$ cat src/rtl/key_pulse_array.sv
// rtl/key_pulse_array.sv - per-key debounce, press pulse and auto-repeat array
module key_pulse_array #(
    parameter int NUM_KEYS        = 4,
    parameter int PULSE_LENGTH    = 5,
    parameter int DEBOUNCE_CYCLES = 4,
    parameter int REPEAT_DELAY    = 16,
    parameter int REPEAT_PERIOD   = 8,
    parameter int CNT_WIDTH       = 26
) (
    input  logic                clock,
    input  logic                reset,
    input  logic [NUM_KEYS-1:0] key,
    input  logic                repeat_en,
    output logic [NUM_KEYS-1:0] pulse,
    output logic [NUM_KEYS-1:0] held,
    output logic                any_pulse
);

    localparam logic [2:0] S_IDLE     = 3'd0;
    localparam logic [2:0] S_DEBOUNCE = 3'd1;
    localparam logic [2:0] S_PULSE    = 3'd2;
    localparam logic [2:0] S_HOLD     = 3'd3;
    localparam logic [2:0] S_RELEASE  = 3'd4;

    localparam logic [CNT_WIDTH-1:0] CNT_ONE  = CNT_WIDTH'(1);
    localparam logic [CNT_WIDTH-1:0] DEB_LAST = CNT_WIDTH'(DEBOUNCE_CYCLES - 1);
    localparam logic [CNT_WIDTH-1:0] PUL_LAST = CNT_WIDTH'(PULSE_LENGTH - 1);
    localparam logic [CNT_WIDTH-1:0] DLY_LAST = CNT_WIDTH'(REPEAT_DELAY - 1);
    localparam logic [CNT_WIDTH-1:0] PER_LAST = CNT_WIDTH'(REPEAT_PERIOD - 1);

    logic [NUM_KEYS-1:0] sync1_q, sync1_d;
    logic [NUM_KEYS-1:0] ks_q, ks_d;
    logic [NUM_KEYS-1:0] pulse_nxt;
    logic                any_pulse_q, any_pulse_d;

    always_comb begin
        sync1_d     = key;
        ks_d        = sync1_q;
        any_pulse_d = |pulse_nxt;
    end

    always_ff @(posedge clock or posedge reset) begin
        if (reset) begin
            sync1_q     <= '0;
            ks_q        <= '0;
            any_pulse_q <= 1'b0;
        end else begin
            sync1_q     <= sync1_d;
            ks_q        <= ks_d;
            any_pulse_q <= any_pulse_d;
        end
    end

    assign any_pulse = any_pulse_q;

    for (genvar i = 0; i < NUM_KEYS; i++) begin : g_ch
        logic [2:0]           state_q, state_d;
        logic [CNT_WIDTH-1:0] cnt_q, cnt_d;
        logic                 rpt_q, rpt_d;
        logic                 pulse_q, pulse_d;
        logic                 held_q, held_d;
        logic                 ks;

        assign ks = ks_q[i];

        always_ff @(posedge clock or posedge reset) begin
            if (reset) begin
                state_q <= S_IDLE;
                cnt_q   <= '0;
                rpt_q   <= 1'b0;
                pulse_q <= 1'b0;
                held_q  <= 1'b0;
            end else begin
                state_q <= state_d;
                cnt_q   <= cnt_d;
                rpt_q   <= rpt_d;
                pulse_q <= pulse_d;
                held_q  <= held_d;
            end
        end

        always_comb begin
            state_d = state_q;
            cnt_d   = cnt_q;
            rpt_d   = rpt_q;
            case (state_q)
                S_IDLE: begin
                    if (ks) begin
                        state_d = S_DEBOUNCE;
                        cnt_d   = '0;
                        rpt_d   = 1'b0;
                    end
                end
                S_DEBOUNCE: begin
                    if (!ks) begin
                        state_d = S_IDLE;
                    end else if (cnt_q == DEB_LAST) begin
                        state_d = S_PULSE;
                        cnt_d   = '0;
                    end else begin
                        cnt_d = cnt_q + CNT_ONE;
                    end
                end
                S_PULSE: begin
                    if (cnt_q == PUL_LAST) begin
                        state_d = S_HOLD;
                        cnt_d   = '0;
                    end else begin
                        cnt_d = cnt_q + CNT_ONE;
                    end
                end
                S_HOLD: begin
                    // Parking the count at zero makes a later enable start a full delay
                    if (!ks) begin
                        state_d = S_RELEASE;
                        cnt_d   = '0;
                    end else if (!repeat_en) begin
                        cnt_d = '0;
                    end else if (cnt_q == (rpt_q ? PER_LAST : DLY_LAST)) begin
                        state_d = S_PULSE;
                        cnt_d   = '0;
                        rpt_d   = 1'b1;
                    end else begin
                        cnt_d = cnt_q + CNT_ONE;
                    end
                end
                S_RELEASE: begin
                    if (ks) begin
                        state_d = S_HOLD;
                        cnt_d   = '0;
                    end else if (cnt_q == DEB_LAST) begin
                        state_d = S_IDLE;
                        cnt_d   = '0;
                    end else begin
                        cnt_d = cnt_q + CNT_ONE;
                    end
                end
                default: begin
                    state_d = S_IDLE;
                    cnt_d   = '0;
                    rpt_d   = 1'b0;
                end
            endcase
        end

        always_comb begin
            pulse_d = (state_q == S_PULSE);
            held_d  = (state_q == S_HOLD) || (state_q == S_RELEASE);
        end

        assign pulse_nxt[i] = pulse_d;
        assign pulse[i]     = pulse_q;
        assign held[i]      = held_q;
    end

endmodule

$ cat config.mk
export PLATFORM = sky130hd
export DESIGN_NAME = key_pulse_array
export DESIGN_NICKNAME = d
export VERILOG_FILES = /design/src/rtl/key_pulse_array.sv
export SDC_FILE = /design/constraint.sdc
export NUM_CORES = 1
export LEC_CHECK = 0
export CAP_MARGIN = 20
export CELL_PAD_IN_SITES_DETAIL_PLACEMENT = 1
export CELL_PAD_IN_SITES_GLOBAL_PLACEMENT = 2
export CORE_UTILIZATION = 40
export DETAILED_ROUTE_END_ITERATION = 8
export GPL_ROUTABILITY_DRIVEN = 0
export GPL_TIMING_DRIVEN = 0
export PLACE_DENSITY = 0.85
export SLEW_MARGIN = 10
export SYNTH_ARGS = -nofsm -noshare
export SYNTH_HDL_FRONTEND = slang
export SYNTH_SLANG_ARGS = --single-unit
$ cat constraint.sdc
create_clock -name clock -period 5.6 [get_ports clock]
set_input_delay 0.56 -clock clock [delete_from_list [all_inputs] [get_ports clock]]
set_output_delay 0.56 -clock clock [all_outputs]
set_load 0.1 [all_outputs]
==> impl_metrics.yaml <==
outcome:
  status: "finished, final reports clean"
logic_synthesis:
  syn_inst: 866
  yosysSeqAreaShare_pct: 44.9
  synth_largest_area_cell: "dfrtp_1"
  syn_area_per_cell_um2: 8.81
  synth_area_leaders: "dfrtp_1 45%, nor2_1 4.9%, nand2_1 4.6%"
  synth_cell_types: 63
  synth_warnings: 0
  netlist_area_um2: 7630
  synth_edf_count: 0
  yosysTopAreaCellShare_pct: 44.9
  synthArstFlopShare_pct: 100
  synthFlopType: "dfrtp_1"
  ys_ff_latch: 137
  synthesis.nets: 881
worst_setup_path:
  rrSetupSlack_ns: 2.80
  crit_chain: "nor4_1, nand4_1, or3_1, a21oi_1, buf_2, o21ai_0, a22o_1"
  cp.arrival_ns: 3.12
  critPathRequiredTime_ns: 5.92
  reg2reg_depth: 7
  end_kind: "flip-flop"
  r2r-end: "g_ch[0].cnt_q[6]$_DFFE_PP0P_"
  start_kind: "flip-flop"
  r2r_start: "g_ch[0].cnt_q[10]$_DFFE_PP0P_"
  critPathMaxStageDelay_ns: 0.46
  critPathKind: "flip-flop to flip-flop"
  crit_path_top_delay_cell: "or3_1"
  path_max_fanout: 10
hold_path:
  hold_path.class: "flip-flop to flip-flop"
  min-delay-start: "ks_d[0]$_DFF_PP0_"
  worstHoldPathCells: 0
  min_to: "ks_q[0]$_DFF_PP0_"
die:
  pin_count: 16
  start_util_pct: 40.8
  core_um2: 18700
  die_area_um2: 19600
  std_cell_rows: 50
  die_h_um: 140
  dieWidth_um: 140
sta:
  fin_crit_sh_pct: 50.0
  max_freq_mhz: 357
  fin_skew_ns: 0.00715
  rsz0062_at_grt: "false"
  slew_viol_final: 0
  finalSetupViolations: 0
  fin_crit_ns: 2.80
  relSlewSlack_pct: 33.7
  worstMarginPinSlew_ns: 0.985
  hold_viol_final: 0
  worst_slack_ns: 2.80
routing:
  wire_per_inst_um: 16.8
  drtIter0Drc: 214
  dr_total_vias: 6475
  dr.pass1.iters: 4
  ant_nets: 0
  drc: 0
  via_per_inst: 5.64
  finalWirelength_um: 19300
cells_and_area:
  n_antenna_cell: 0
  drive_above_1_share_pct: 8.10
  num-nets-final: 916
  final_common_cell: "dfrtp_1"
  utilization_pct: 46.6
  syn_to_final_growth_pct: 14.2
  final_area_um2: 8720
  layout_common_cells: "137 x dfrtp_1, 99 x nor2_1, 94 x nand2_1"
  fillers: 2147
power_and_ir_drop:
  leakage_nw: 3.84
  worst_ir_drop_vdd_v: 0.000211
  total_power_w: 0.00367
  pwr-share-seq_pct: 31.6
  pwr_density_cell_nw_per_um2: 422
  p_clk_share_pct: 31.5
  internal_power_w: 0.00224
  switchingPower_w: 0.00143
  p_sw_share_pct: 39.0
  power_frac_comb_pct: 37.0
run:
  cap_violations: 0
global_routing:
  overflow: 0
  antenna_found_initial: 0
  grt_usage_pct: 21.0
  grt_pass1_wl_um: 33300
  grt_pass1_vias: 6784
  grt_start_max_net_pins: 71
clocking:
  cts.sink_count: 137
  cts_tree: "yes"
  cts_buffers: 17
  ctsHoldBuffers: 0
  clockBufferDepth: 2
  htree_levels: 4
  insertion_delay_ns: 0.43
  path_clk_slew_ns: 0.06
  cts_root_buffer: "clkbuf_16"
  post_cts_buffers: 0
  post_cts_resized: 0
placement:
  dp_hpwl_um: 13700
  placed_cell_area_um2: 8110
  pre_cts_ws_ns: 2.57
  numPortBuffers: 15
==> flip-flops by register name (all words and copies together), names as in the netlist <==
name / cells
any_pulse: 1
g_ch.cnt_q: 104
g_ch.held_q: 4
g_ch.pulse_q: 4
g_ch.rpt_q: 4
g_ch.state_q: 12
ks_d: 4
ks_q: 4
==> cell usage after synthesis (all sizes together), types with 5 or more instances <==
cell    count
o31ai       7
o21a        5
a21oi      37
nand3      30
or2         7
xor2       34
a22o       19
or4         6
nor2b      19
a21o        8
or3        11
clkbuf     23
nand2      94
nand4      26
inv        30
nor2      100
o21ai      61
nand2b      8
nor3       27
ha          8
xnor2      16
mux2i       5
dfrtp     137
buf        20
and3       20
o22ai       6
nor4       29
and2       16
a31oi       6
and4        7
==> metal layers <==
metal	global-route usage (%)	share of wire (%)	vias up
li1	-	-	3145
met1	26.7	48	3257
met2	35.9	49	53
met3	4.14	1.8	20
met4	6.42	1.2	0
met5	0	0	-
==> cell type report <==
cell class	instances	area [um2]	area share, %
multi-input cells	656	3850	44.2
flip-flops and latches	137	3430	39.3
clock buffers	17	425	4.88
well taps	234	293	3.36
plain buffers	43	244	2.80
clock inverters	15	178	2.04
repair buffers	16	178	2.04
inverters	30	118	1.35
==> kinds of logic after synthesis <==
group                    count (synthesis)  share of synthesized area, %
buffers and inverters                   73                          4.67
AND/OR/NAND/NOR                        416                          27.8
adder cells (fa/ha/maj)                  8                          1.31
AO/OA/AOI/OAI                          176                          14.8
multiplexers                             6                         0.803
XOR/XNOR                                50                          5.74
flip-flops                             137                          44.9
==> power groups by stage <==
stage / registers [W] / logic [W] / clock network (W)
floorplan: 0.00118 / 0.00101 / 0
global placement: 0.00117 / 0.00131 / 0
detailed placement: 0.00118 / 0.00136 / 0
CTS: 0.00116 / 0.00137 / 0.00119
global route: 0.00117 / 0.00150 / 0.00122
finish: 0.00116 / 0.00136 / 0.00116
==> worst max path at each step <==
stage               depth (start not counted)                             to                     startpoint  slack (ns)
finish                                      7   g_ch[0].cnt_q[6]$_DFFE_PP0P_  g_ch[0].cnt_q[10]$_DFFE_PP0P_        2.80
global route                                7   g_ch[0].cnt_q[5]$_DFFE_PP0P_  g_ch[0].cnt_q[10]$_DFFE_PP0P_        2.52
CTS                                         7   g_ch[0].cnt_q[6]$_DFFE_PP0P_  g_ch[0].cnt_q[20]$_DFFE_PP0P_        2.81
detailed placement                          9  g_ch[3].cnt_q[10]$_DFFE_PP0P_                      repeat_en        2.57
global placement                            2  g_ch[1].cnt_q[21]$_DFFE_PP0P_                          reset       -0.69
floorplan                                   1            any_pulse$_DFF_PP0_                          reset        1.37
==> worst max-delay path: cells and delay by family (launching register included) <==
kind / cells / cell delay [ns]
buffers and inverters: 1 / 0.31
DFF: 1 / 0.43
and+or+nand+nor: 3 / 1.14
AOI/OAI and AO/OA: 3 / 0.81
==> stage by stage <==
step           hold slack, ns  TNS (ns)  cells
3_3_place_gp            0.366    -93.34   1115
4_1_cts                 0.352         0   1148
6_report                0.350         0   1148
3_5_place_dp            0.338         0   1116
5_1_grt                 0.363         0   1148
2_1_floorplan           0.331         0    866
No activity file was read; power rests on OpenSTA's default activity.
